===== config.mk =====
export PLATFORM = sky130hd
export DESIGN_NAME = serial_rx_frame_flat
export DESIGN_NICKNAME = d
export VERILOG_FILES = /design/src/rtl/serial_link_pkg.sv /design/src/rtl/serial_rx_frame_if.sv /design/src/rtl/rx_shift_reg.sv /design/src/rtl/serial_rx_frame.sv /design/src/flat_wrapper.sv
export SDC_FILE = /design/constraint.sdc
export NUM_CORES = 1
export LEC_CHECK = 0
export CAP_MARGIN = 20
export CORE_MARGIN = 1.5
export CORE_UTILIZATION = 45
export DETAILED_ROUTE_END_ITERATION = 12
export PLACE_DENSITY = 0.68
export SLEW_MARGIN = 10
export SYNTH_ARGS = -nofsm -noshare
export SYNTH_HDL_FRONTEND = slang
export SYNTH_SLANG_ARGS = --single-unit

===== constraint.sdc =====
create_clock -name CLK -period 2.15 [get_ports CLK]
set_input_delay 0.5375 -clock CLK [delete_from_list [all_inputs] [get_ports CLK]]
set_output_delay 0.5375 -clock CLK [all_outputs]
set_load 0.005 [all_outputs]

===== src/rtl/serial_link_pkg.sv =====
// Shared definitions for the serial link (receiver and transmitter sides).
// Contents: frame state enum, data width, line-level constants and a parity helper.
package serial_link_pkg;

  localparam int unsigned DATA_W = 8;

  // Line levels of the framing bits.
  localparam logic IdleLevel = 1'b1;
  localparam logic StartBit  = 1'b0;
  localparam logic StopBit   = 1'b1;

  typedef enum logic [2:0] {
    StIdle,
    StStart,
    StData,
    StParity,
    StStop
  } link_state_e;

  // Parity bit that makes data plus parity even (odd = 0) or odd (odd = 1).
  function automatic logic parity_bit(input logic [DATA_W-1:0] data, input logic odd);
    return (^data) ^ odd;
  endfunction

endpackage


===== src/rtl/serial_rx_frame_if.sv =====
// Bus between the serial receiver and its line/decoder neighbours.
//   serial_in    : asynchronous serial line, idles high
//   data_out     : last received byte
//   data_valid   : one-cycle strobe when data_out and the error flags update
//   parity_error : parity mismatch on the delivered frame
//   frame_error  : stop bit sampled low on the delivered frame
//   busy         : receiver is inside a frame
// Modports: slave = receiver, master = line driver / byte consumer.
interface serial_rx_frame_if;

  logic                               serial_in;
  logic [serial_link_pkg::DATA_W-1:0] data_out;
  logic                               data_valid;
  logic                               parity_error;
  logic                               frame_error;
  logic                               busy;

  modport master (
    output serial_in,
    input  data_out,
    input  data_valid,
    input  parity_error,
    input  frame_error,
    input  busy
  );

  modport slave (
    input  serial_in,
    output data_out,
    output data_valid,
    output parity_error,
    output frame_error,
    output busy
  );

endinterface


===== src/rtl/rx_shift_reg.sv =====
// Serial-in / parallel-out register for received data, filled LSB first.
//   clk_i      : clock
//   rst_ni     : synchronous active-low reset
//   clr_i      : synchronous clear (wins over shift)
//   shift_en_i : shift bit_i in at the MSB end
//   bit_i      : serial data bit
//   data_o     : parallel contents
module rx_shift_reg
  import serial_link_pkg::*;
(
  input  logic              clk_i,
  input  logic              rst_ni,
  input  logic              clr_i,
  input  logic              shift_en_i,
  input  logic              bit_i,
  output logic [DATA_W-1:0] data_o
);

  logic [DATA_W-1:0] data_q, data_d;

  // Right shift: the first bit received ends up in bit 0 after DATA_W shifts.
  always_comb begin
    data_d = data_q;
    if (clr_i) begin
      data_d = '0;
    end else if (shift_en_i) begin
      data_d = {bit_i, data_q[DATA_W-1:1]};
    end
  end

  always_ff @(posedge clk_i) begin
    if (!rst_ni) begin
      data_q <= '0;
    end else begin
      data_q <= data_d;
    end
  end

  assign data_o = data_q;

endmodule


===== src/rtl/serial_rx_frame.sv =====
// Serial frame receiver: start bit 0, 8 data bits LSB first, optional parity, stop bit 1.
// Delivers each byte with a one-cycle data_valid and per-frame error flags.
//   CLK    : clock, rising edge
//   RST_N  : synchronous active-low reset
//   bus_io : serial_rx_frame_if slave (serial_in in; data_out, data_valid,
//            parity_error, frame_error, busy out)
// Build option: define RX_PARITY_EN to receive a parity bit after data bit 7.
module serial_rx_frame
  import serial_link_pkg::*;
#(
  parameter int unsigned CLKS_PER_BIT = 16,
  parameter int unsigned PARITY_ODD   = 0,
  parameter int unsigned SYNC_STAGES  = 2
) (
  input  logic             CLK,
  input  logic             RST_N,
  serial_rx_frame_if.slave bus_io
);

  localparam int unsigned CntW = $clog2(CLKS_PER_BIT);
  localparam int unsigned IdxW = $clog2(DATA_W);
  localparam logic [CntW-1:0] CntFull = CntW'(CLKS_PER_BIT - 1);
  localparam logic [CntW-1:0] CntHalf = CntW'(CLKS_PER_BIT / 2 - 1);
  localparam logic [IdxW-1:0] IdxLast = IdxW'(DATA_W - 1);

  // Input synchronizer and edge history.
  logic [SYNC_STAGES-1:0] sync_q;
  logic                   rx_s, rx_prev_q;

  assign rx_s = sync_q[SYNC_STAGES-1];

  always_ff @(posedge CLK) begin
    if (!RST_N) begin
      sync_q    <= {SYNC_STAGES{IdleLevel}};
      rx_prev_q <= IdleLevel;
    end else begin
      sync_q    <= {sync_q[SYNC_STAGES-2:0], bus_io.serial_in};
      rx_prev_q <= rx_s;
    end
  end

  link_state_e       state_q, state_d;
  logic [CntW-1:0]   cnt_q, cnt_d;
  logic [IdxW-1:0]   idx_q, idx_d;
  logic [DATA_W-1:0] data_q, data_d, shift_data;
  logic              valid_q, valid_d;
  logic              ferr_q, ferr_d;
  logic              perr_q, perr_d;
  logic              par_q, par_d;
  logic              shift_en, shift_clr;

  rx_shift_reg u_shift (
    .clk_i      (CLK),
    .rst_ni     (RST_N),
    .clr_i      (shift_clr),
    .shift_en_i (shift_en),
    .bit_i      (rx_s),
    .data_o     (shift_data)
  );

  always_comb begin
    state_d   = state_q;
    cnt_d     = cnt_q + 1'b1;
    idx_d     = idx_q;
    data_d    = data_q;
    valid_d   = 1'b0;
    ferr_d    = ferr_q;
    perr_d    = perr_q;
    par_d     = par_q;
    shift_en  = 1'b0;
    shift_clr = 1'b0;
    unique case (state_q)
      StIdle: begin
        cnt_d = '0;
        // Only a genuine 1->0 edge starts a frame, so a held-low line is ignored.
        if (rx_prev_q == IdleLevel && rx_s == StartBit) begin
          state_d = StStart;
        end
      end
      StStart: begin
        if (cnt_q == CntHalf) begin
          cnt_d = '0;
          if (rx_s == StartBit) begin
            state_d   = StData;
            idx_d     = '0;
            shift_clr = 1'b1;
          end else begin
            state_d = StIdle;  // glitch, drop silently
          end
        end
      end
      StData: begin
        if (cnt_q == CntFull) begin
          cnt_d    = '0;
          shift_en = 1'b1;
          idx_d    = idx_q + 1'b1;
          if (idx_q == IdxLast) begin
`ifdef RX_PARITY_EN
            state_d = StParity;
`else
            state_d = StStop;
`endif
          end
        end
      end
`ifdef RX_PARITY_EN
      StParity: begin
        if (cnt_q == CntFull) begin
          cnt_d   = '0;
          par_d   = rx_s;
          state_d = StStop;
        end
      end
`endif
      StStop: begin
        if (cnt_q == CntFull) begin
          // Frame is delivered even with errors; flags hold until the next frame.
          cnt_d   = '0;
          state_d = StIdle;
          valid_d = 1'b1;
          data_d  = shift_data;
          ferr_d  = (rx_s != StopBit);
`ifdef RX_PARITY_EN
          perr_d  = (parity_bit(shift_data, 1'(PARITY_ODD)) != par_q);
`else
          perr_d  = 1'b0;
`endif
        end
      end
      default: begin
        state_d = StIdle;
        cnt_d   = '0;
      end
    endcase
  end

  always_ff @(posedge CLK) begin
    if (!RST_N) begin
      state_q <= StIdle;
      cnt_q   <= '0;
      idx_q   <= '0;
      data_q  <= '0;
      valid_q <= 1'b0;
      ferr_q  <= 1'b0;
      perr_q  <= 1'b0;
      par_q   <= 1'b0;
    end else begin
      state_q <= state_d;
      cnt_q   <= cnt_d;
      idx_q   <= idx_d;
      data_q  <= data_d;
      valid_q <= valid_d;
      ferr_q  <= ferr_d;
      perr_q  <= perr_d;
      par_q   <= par_d;
    end
  end

`ifndef RX_PARITY_EN
  logic unused_parity_odd;
  assign unused_parity_odd = ^PARITY_ODD;
`endif

  assign bus_io.data_out     = data_q;
  assign bus_io.data_valid   = valid_q;
  assign bus_io.frame_error  = ferr_q;
  assign bus_io.parity_error = perr_q;
  assign bus_io.busy         = (state_q != StIdle);

endmodule


===== src/flat_wrapper.sv =====
// flat-port wrapper written by rule: the top's interface ports become plain ports
module serial_rx_frame_flat import serial_link_pkg::*;
#(
  parameter int unsigned CLKS_PER_BIT = 16,
  parameter int unsigned PARITY_ODD   = 0,
  parameter int unsigned SYNC_STAGES  = 2
)
  (CLK, RST_N, bus_io_serial_in, bus_io_data_out, bus_io_data_valid, bus_io_parity_error, bus_io_frame_error, bus_io_busy);
  serial_rx_frame_if bus_io_i ();
  input  logic CLK;
  input  logic RST_N;
  input wire logic [$bits(bus_io_i.serial_in)-1:0] bus_io_serial_in;
  output wire logic [$bits(bus_io_i.data_out)-1:0] bus_io_data_out;
  output wire logic [$bits(bus_io_i.data_valid)-1:0] bus_io_data_valid;
  output wire logic [$bits(bus_io_i.parity_error)-1:0] bus_io_parity_error;
  output wire logic [$bits(bus_io_i.frame_error)-1:0] bus_io_frame_error;
  output wire logic [$bits(bus_io_i.busy)-1:0] bus_io_busy;
  assign bus_io_i.serial_in = bus_io_serial_in;
  assign bus_io_data_out = bus_io_i.data_out;
  assign bus_io_data_valid = bus_io_i.data_valid;
  assign bus_io_parity_error = bus_io_i.parity_error;
  assign bus_io_frame_error = bus_io_i.frame_error;
  assign bus_io_busy = bus_io_i.busy;
  serial_rx_frame #(.CLKS_PER_BIT(CLKS_PER_BIT), .PARITY_ODD(PARITY_ODD), .SYNC_STAGES(SYNC_STAGES)) u_core (.CLK(CLK), .RST_N(RST_N), .bus_io(bus_io_i));
endmodule

==> out/results.ini, run 1 <==
[global_routing]
antenna_found_initial=0
grt_start_max_net_pins=23
track_usage_pct=17.0
use_met1_pct=22.0
globalRouteMet3Util_pct=4.91
grt_pass1_wl_mm=4.39
busiest_layer=met2
overflow=0
met2_usage_pct=25.6
grt_pass1_vias=995

[hold_path]
min_path_type=reg -> reg

[cells_and_area]
diodes=0
syn_to_final_growth_pct=17.3
nets=167
drive_above_1_share_pct=13.6
fill_cells=259
postLayoutCellArea_um2=1590

[critical_path]
cp_slowest_cell=or3_2
cp.arrival_ns=1.30
cp-end-kind=output pin
crit_path_max_fanout=2
worstPathRequired_ns=1.61
slowest_delay_ns=0.46
cp_cell_sequence=or3_2 > dlymetal6s2s_1
path_class=reg -> out
startpoint_type=flop

[pwr]
p_clk_share_pct=43.8
internal_power_w=0.000867
p_leak_nw=0.560
comb_power_share_pct=3.1
sw_frac_of_total_pct=20.4
ir_worst_vdd_v=0.000577
pwr-share-seq_pct=53.1
switchingPower_w=0.000222
p_per_area_nw_per_um2=684

[sta]
finalHoldViolations=0
max_freq_ghz=0.543
worst_pin_slew_ns=0.580
fin_worst_skew_ns=0.00786
setup_tns_ns=0
slew_violations=0
finalCritPeriodShare_pct=85.7
relSlewSlack_pct=61.3
min_period_ns=1.84
finalSetupViolCount=0
whs_ns=0.414
rsz0062_at_grt=false

[placed_design]
portBuffers=13
place_congestion=0.768
hpwl_mm=1.66
dpl_cell_area_um2=1490

[floorplan]
io_pins=15
die_h_um=57.9
start_util_pct=48.4
core-area_um2=2810
num_rows=19
chipWidth_um=57.9
die_area_um2=3360

[yosys]
syn_nets=154
synth_edf_count=0
synth_most_common_cell=dfxtp_1
synth_common_cells=dfxtp_1 (31), nand3_1 (19), o21ai_0 (18)
synth_cell_types=41
synthArstFlopShare_pct=0
ys_seq_area_share_pct=45.7
yosysTopAreaCell=dfxtp_1
synth_flop_cell=dfxtp_1
syn_inst=148
yosysWarnings=0
synth_seq_cells=31
synth_area_leaders=dfxtp_1 (46%), nand3_1 (7.0%), o21ai_0 (6.6%)
synth_top_area_share_pct=45.7
syn_avg_cell_area_um2=9.17
synth_area_um2=1360

[drt]
dr.pass1.iters=6
routed_wl_mm=2.47
vias=1111
avgRoutedWirePerCell_um=12.8
drtAntennaViolNets=0
detail_route.iter0.violations=41
viasPerCell=5.76
drc=0

[flow_run]
max_cap_viol_count=0

[clock_tree]
cts_htree_levels=2
clk_latency_ns=0.34
clockBufferDepth=2
clkSinkCount=31
cts_hold_buf=0
cts-root-buf=clkbuf_4
clk_pin_slew_ns=0.09
cts_tree=built
cts_inserted_buffers=5

[run_status]
outcome=completed

## sequential cells by signal (all words and copies together) (netlist names)
signal and count:
u_core.bus_io.frame_error 1, u_core.bus_io.data_valid 1, u_core.bus_io.data_out 8, u_core.sync_q 2, u_core.idx_q 3, u_core.state_q 3
u_core.cnt_q 4, u_core.u_shift.data_o 8, u_core.rx_prev_q 1
## path summary, 6_finish.rpt
| kind | start | to | slack [ns] | cells past startpoint |
|---|---|---|---|---|
| setup / recovery | u_core.state_q[2] | bus_io_busy | 0.31 | 2 |
| hold / removal | u_core.sync_q[0] | u_core.sync_q[1] | 0.41 | 1 |
| setup reg to reg | u_core.cnt_q[0] | u_core.state_q[2] | 0.55 | 4 |
| hold reg to reg | u_core.sync_q[0] | u_core.sync_q[1] | 0.41 | 1 |
## cell usage in the layout (no fill, tap or decap), drive strengths merged, types with 2 or more instances in the layout
cell	n
a21boi	9
a21oi	8
and3	2
buf	5
clkbuf	6
clkdlybuf4s50	12
dfxtp	31
ha	3
nand2	9
nand2b	4
nand3	19
nor2	2
nor3	2
nor3b	3
o21ai	20
o22ai	4
or3	2
or3b	2
xor2	2
## routing by layer
| metal | vias up | wire length, um |
|---|---|---|
| met3 | 9 | 108 |
| met1 | 524 | 1130 |
| met2 | 24 | 1170 |
| li1 | 554 | - |
| met5 | - | 0 |
| met4 | 0 | 63 |
## worst max-delay path: cells and delay by family (launching register included)
kind | cells | cell delay [ns]
buf+inv | 1 | 0.16
flops | 1 | 0.35
simple gates | 1 | 0.46
## power by group through the flow
stage	sequential, W	combinational [W]	clock, W
floorplan	0.000592	0.0000236	0
global placement	0.000592	0.0000338	0
detailed placement	0.000592	0.0000345	0
CTS	0.000578	0.0000345	0.000483
global route	0.000579	0.0000371	0.000509
finish	0.000578	0.0000341	0.000477
## repair_timing
| item | CTS | global route |
|---|---|---|
| setup endpoints to repair | 1 | 1 |
| buffers inserted | 1 | 0 |
| gates resized for setup | 2 | 1 |
## stage by stage
step                setup WS [ns]  total power [W]  utilization [%]  cells
floorplan                   0.695         0.000616                -    148
detailed placement          0.274         0.000627             53.2    184
global route                0.265          0.00113             56.8    193
global placement            0.297         0.000626             53.2    184
CTS                        0.0103          0.00110             56.7    193
finish                      0.308          0.00109             56.8    193
## logic make-up after synthesis
logic type                 synth area share (%)
and+or+nand+nor                            21.6
AOI/OAI and AO/OA                          22.0
DFF                                        45.7
buffers and inverters                      4.98
adders and majority gates                  2.77
xor gates and xnor gates                   1.94
other                                     0.276
muxes                                     0.737
## area by class of cell
| cell class | count | area [um2] | share of cell area (%) |
|---|---|---|---|
| clock inverter | 2 | 35.0 | 2.20 |
| multi-input combinational | 104 | 669 | 42.0 |
| sequential | 31 | 624 | 39.2 |
| tap | 31 | 38.8 | 2.44 |
| inverter | 1 | 3.75 | 0.236 |
| timing repair buffer | 18 | 170 | 10.7 |
| clock buffer | 6 | 51.3 | 3.22 |
Power figures use the tool's default switching activity.
==> run 2: changes to the inputs <==
Settings changed: SKIP_CTS_REPAIR_TIMING set to 1.
==> out/results.ini, run 2 (synthesis results as in run 1) <==
[critical_path]
crit_family=simple AND/OR/NAND/NOR gates  ; unchanged
crit_cells=2  ; unchanged
startpoint_type=flop  ; unchanged
cp.arrival_ns=1.33  ; was 1.30 ns
cp_slowest_cell=or3_2  ; unchanged
cp-end-kind=output pin  ; unchanged
worstPathRequired_ns=1.61  ; about the same
cp_cell_sequence=or3_2 > dlymetal6s2s_1  ; unchanged
slowest_delay_ns=0.46  ; about the same
reg2regPathDepth=4  ; unchanged
crit_path_max_fanout=6  ; was 2
path_class=reg -> out  ; unchanged
worst-path-buf-inv=1  ; unchanged

[cells_and_area]
nets=169  ; was 167
syn_to_final_growth_pct=18.4  ; was 17.3%
final_common_cell=dfxtp_1  ; unchanged
drive_above_1_share_pct=14.6  ; was 13.6%
layout_common_cells=dfxtp_1 (30), nand3_1 (19), o21ai_0 (18)  ; unchanged
diodes=0  ; unchanged

[clock_tree]
clkSinkCount=31  ; unchanged
clk_pin_slew_ns=0.09  ; about the same
cts_inserted_buffers=5  ; unchanged
clockBufferDepth=2  ; unchanged
clk_latency_ns=0.34  ; about the same
cts-root-buf=clkbuf_4  ; unchanged
cts_htree_levels=2  ; unchanged
cts_tree=built  ; unchanged

[drt]
viasPerCell=5.68  ; was 5.76
vias=1107  ; was 1,111
dr.pass1.iters=6  ; unchanged
avgRoutedWirePerCell_um=12.7  ; was 12.8 um
drc=0  ; unchanged
drtAntennaViolNets=0  ; unchanged
detail_route.iter0.violations=42  ; was 41
routed_wl_mm=2.47  ; about the same

[placed_design]
place_congestion=0.768  ; unchanged
portBuffers=13  ; unchanged
hpwl_mm=1.66  ; unchanged
pre_cts_ws_ns=0.274  ; unchanged

[global_routing]
grt_start_max_net_pins=23  ; unchanged
track_usage_pct=16.9  ; was 17.0%
grt_pass1_vias=983  ; was 995
overflow=0  ; unchanged
antenna_found_initial=0  ; unchanged
grt_pass1_wl_mm=4.35  ; was 4.39 mm

[floorplan]
die_h_um=57.9  ; unchanged
die_area_um2=3360  ; unchanged
io_pins=15  ; unchanged
start_util_pct=48.4  ; unchanged
core-area_um2=2810  ; unchanged
chipWidth_um=57.9  ; unchanged
num_rows=19  ; unchanged

[sta]
setup_tns_ns=0  ; unchanged
max_freq_ghz=0.537  ; was 0.543 GHz
min_period_ns=1.86  ; was 1.84 ns
rsz0062_at_grt=false  ; unchanged
fin_worst_skew_ns=0.00806  ; was 0.00786 ns
finalHoldViolations=0  ; unchanged
finalSetupViolCount=0  ; unchanged
setup_ws_ns=0.286  ; was 0.308 ns
finalCritPeriodShare_pct=86.7  ; was 85.7%
slew_violations=0  ; unchanged
worst_pin_slew_ns=0.581  ; was 0.580 ns
relSlewSlack_pct=61.3  ; about the same

[pwr]
comb_power_share_pct=3.1  ; about the same
sw_frac_of_total_pct=20.4  ; about the same
p_leak_nw=0.571  ; was 0.560 nW
internal_power_w=0.000867  ; about the same
ir_worst_vdd_v=0.000587  ; was 0.000577 V
pwr-share-seq_pct=53.1  ; about the same
switchingPower_w=0.000222  ; about the same
p_clk_share_pct=43.8  ; about the same
p_per_area_nw_per_um2=677  ; was 684 nW/um2

[run_status]
outcome=completed  ; unchanged

[hold_path]
holdPathStages=1  ; unchanged
min_path_type=reg -> reg  ; unchanged

[flow_run]
max_cap_viol_count=0  ; unchanged

run 2: changes by cell type in the layout (fill, tap and decap cells not counted), sizes merged:
cell  previous run  this run
buf              5         7
run 2: path summary, 6_finish.rpt:
kind / startpoint / end / slack, ns
max: u_core.state_q[2] / bus_io_busy / 0.29
min: u_core.sync_q[0] / u_core.sync_q[1] / 0.41
max reg2reg: u_core.cnt_q[0] / u_core.state_q[2] / 0.55
min reg2reg: u_core.sync_q[0] / u_core.sync_q[1] / 0.41
run 2: worst reg2reg max path: cells and delay by family, from the launching register on:
| kind | cells | cell delay (ns) |
|---|---|---|
| simple gates | 1 | 0.24 |
| compound gates | 1 | 0.44 |
| fa+ha+maj | 1 | 0.24 |
| flops | 1 | 0.36 |
| mux | 1 | 0.24 |
run 2: power by group through the flow:
stage | Sequential, W | Combinational (W) | Clock [W]
floorplan | 0.000592 | 0.0000236 | 0
global placement | 0.000592 | 0.0000338 | 0
detailed placement | 0.000592 | 0.0000345 | 0
CTS | 0.000579 | 0.0000345 | 0.000483
global route | 0.000579 | 0.0000371 | 0.000509
finish | 0.000578 | 0.0000340 | 0.000477
run 2: final cells by class:
class	instances	area (um2)
clock inverter	2	35.0
inverter	1	3.75
timing repair buffer	20	185
tap	31	38.8
sequential	31	624
clock buffer	6	51.3
fill	261	1200
multi-input combinational	104	669
run 2: metal layers:
metal | wire, um | global-route usage (%) | vias to the layer above | part of all wire [%]
met5 | 0 | 0 | - | 0
met4 | 63 | 8.97 | 0 | 2.5
met3 | 106 | 4.69 | 9 | 4.3
met2 | 1150 | 25.3 | 24 | 47
met1 | 1150 | 22.1 | 516 | 46
li1 | - | - | 558 | -
run 2: stage by stage:
step	hold WS, ns	total power, W	area (um2)	utilization (%)	instances
floorplan	0.386	0.000616	1360	-	148
global placement	0.396	0.000626	1490	53.2	184
detailed placement	0.395	0.000627	1490	53.2	184
CTS	0.418	0.00110	1580	56.3	192
global route	0.420	0.00112	1610	57.3	195
finish	0.414	0.00109	1610	57.3	195
==> run 3: changes to the inputs <==
Settings changed: CORE_UTILIZATION 45 to 58, PLACE_DENSITY 0.68 to 0.82.
==> out/results.ini, run 3 (synthesis results as in run 1) <==
[floorplan]
io_pins=15  ; unchanged
core-area_um2=2210  ; was 2810 um2
chipWidth_um=51.4  ; was 57.9 um
num_rows=17  ; was 19
die_area_um2=2640  ; was 3360 um2
start_util_pct=61.4  ; was 48.4%
die_h_um=51.4  ; was 57.9 um

[cells_and_area]
final_common_cell=dfxtp_1  ; unchanged
layout_common_cells=dfxtp_1 (30), nand3_1 (19), o21ai_0 (18)  ; unchanged
fin_cells=190  ; was 195
syn_to_final_growth_pct=17.1  ; was 18.4%
nets=167  ; was 169
drive_above_1_share_pct=13.6  ; was 14.6%
fin_util_pct=71.8  ; was 57.3%
diodes=0  ; unchanged

[pwr]
ir_worst_vdd_v=0.000706  ; was 0.000587 V
finalPower_w=0.00108  ; was 0.00109 W
p_per_area_nw_per_um2=682  ; was 677 nW/um2
p_leak_nw=0.560  ; was 0.571 nW

[sta]
relSlewSlack_pct=58.6  ; was 61.3%
setup_ws_ns=0.274  ; was 0.286 ns
finalHoldViolations=0  ; unchanged
whs_ns=0.425  ; was 0.414 ns
rsz0062_at_grt=false  ; unchanged
finalSetupViolCount=0  ; unchanged
max_freq_ghz=0.533  ; was 0.537 GHz
slew_violations=0  ; unchanged
finalCritPeriodShare_pct=87.3  ; was 86.7%
fin_worst_skew_ns=0.0129  ; was 0.00806 ns
min_period_ns=1.88  ; was 1.86 ns
worst_pin_slew_ns=0.618  ; was 0.581 ns

[critical_path]
reg2reg_from=u_core.cnt_q[0]  ; unchanged
reg2regPathDepth=4  ; unchanged
worst-path-buf-inv=1  ; unchanged
crit_family=simple AND/OR/NAND/NOR gates  ; unchanged
r2r_setup_slack_ns=0.50  ; was 0.55 ns
path_class=reg -> out  ; unchanged
cp-end-kind=output pin  ; unchanged
r2r-end=u_core.state_q[2]  ; unchanged
cp_slowest_cell=or3_2  ; unchanged
cp.arrival_ns=1.34  ; was 1.33 ns
slowest_delay_ns=0.47  ; was 0.46 ns
crit_path_max_fanout=12  ; was 6
cp_cell_sequence=or3_2 > dlymetal6s2s_1  ; unchanged
startpoint_type=flop  ; unchanged
worstPathRequired_ns=1.61  ; about the same

[placed_design]
dp_cells=182  ; was 184
pre_cts_ws_ns=0.274  ; about the same
portBuffers=13  ; unchanged
hpwl_mm=1.75  ; was 1.66 mm
place_congestion=0.809  ; was 0.768

[clock_tree]
cts_inserted_buffers=5  ; unchanged
clk_latency_ns=0.34  ; about the same
clk_pin_slew_ns=0.08  ; was 0.09 ns
cts-root-buf=clkbuf_4  ; unchanged
cts_htree_levels=2  ; unchanged
clkSinkCount=31  ; unchanged
clockBufferDepth=2  ; unchanged
cts_tree=built  ; unchanged

[drt]
drtAntennaViolNets=0  ; unchanged
viasPerCell=5.85  ; was 5.68
dr.pass1.iters=4  ; was 6
drc=0  ; unchanged
vias=1111  ; was 1,107
detail_route.iter0.violations=15  ; was 42
routed_wl_mm=2.51  ; was 2.47 mm
avgRoutedWirePerCell_um=13.2  ; was 12.7 um

[global_routing]
overflow=0  ; unchanged
track_usage_pct=24.2  ; was 16.9%
grt_start_max_net_pins=19  ; was 23
grt_pass1_vias=1004  ; was 983
antenna_found_initial=0  ; unchanged
grt_pass1_wl_mm=4.73  ; was 4.35 mm

[hold_path]
holdPathStages=1  ; unchanged
whs_endpoint=u_core.sync_q[1]  ; unchanged
min_path_type=reg -> reg  ; unchanged
hold_path_startpoint=u_core.sync_q[0]  ; unchanged

[run_status]
outcome=completed  ; unchanged

[flow_run]
max_cap_viol_count=0  ; unchanged

[run 3: cell count changes in the layout (fill, tap and decap cells not counted)]
| cell | change |
|---|---|
| buf_4 | -2 |
[run 3: worst max-delay path by stage]
stage | cells after the start | from | endpoint | slack [ns]
2_1_floorplan | 2 | u_core.state_q[0] | bus_io_busy | 0.70
3_3_place_gp | 2 | u_core.state_q[2] | bus_io_busy | 0.29
3_5_place_dp | 2 | u_core.state_q[2] | bus_io_busy | 0.27
4_1_cts | 2 | u_core.state_q[2] | bus_io_busy | -0.1
5_1_grt | 2 | u_core.state_q[2] | bus_io_busy | 0.21
6_report | 2 | u_core.state_q[2] | bus_io_busy | 0.27
[run 3: layout make-up]
| cell class | count | area [um2] |
|---|---|---|
| Timing Repair Buffer | 18 | 170 |
| Inverter | 1 | 3.75 |
| Tap cell | 28 | 35.0 |
| Clock inverter | 2 | 35.0 |
| Clock buffer | 6 | 51.3 |
| Multi-Input combinational cell | 104 | 669 |
| Fill cell | 191 | 623 |
| Sequential cell | 31 | 624 |
[run 3: metrics by stage]
stage | TNS [ns] | instance area, um2
finish | 0 | 1590
global route | 0 | 1590
CTS | -0.0975 | 1580
detailed placement | 0 | 1500
global placement | 0 | 1500
floorplan | 0 | 1360
[run 3: report_power, final]
part / switching, W / internal [W]
registers: 0.00000169 / 0.000576
clock network: 0.000196 / 0.000275
logic: 0.0000178 / 0.0000175
[run 3: metal layers]
layer | up-vias | global-route usage, % | wire length (um)
met5 | - | 0 | 0
met2 | 28 | 35.3 | 1160
met4 | 0 | 9.21 | 44
met1 | 518 | 32.4 | 1160
met3 | 6 | 8.77 | 150
li1 | 559 | - | -
[run 3: worst register-to-register path: stages (launching register included)]
cell     delay (ns)
dfxtp_1        0.37
ha_1           0.27
nand3_1        0.29
a32oi_1        0.43
mux2i_1        0.22
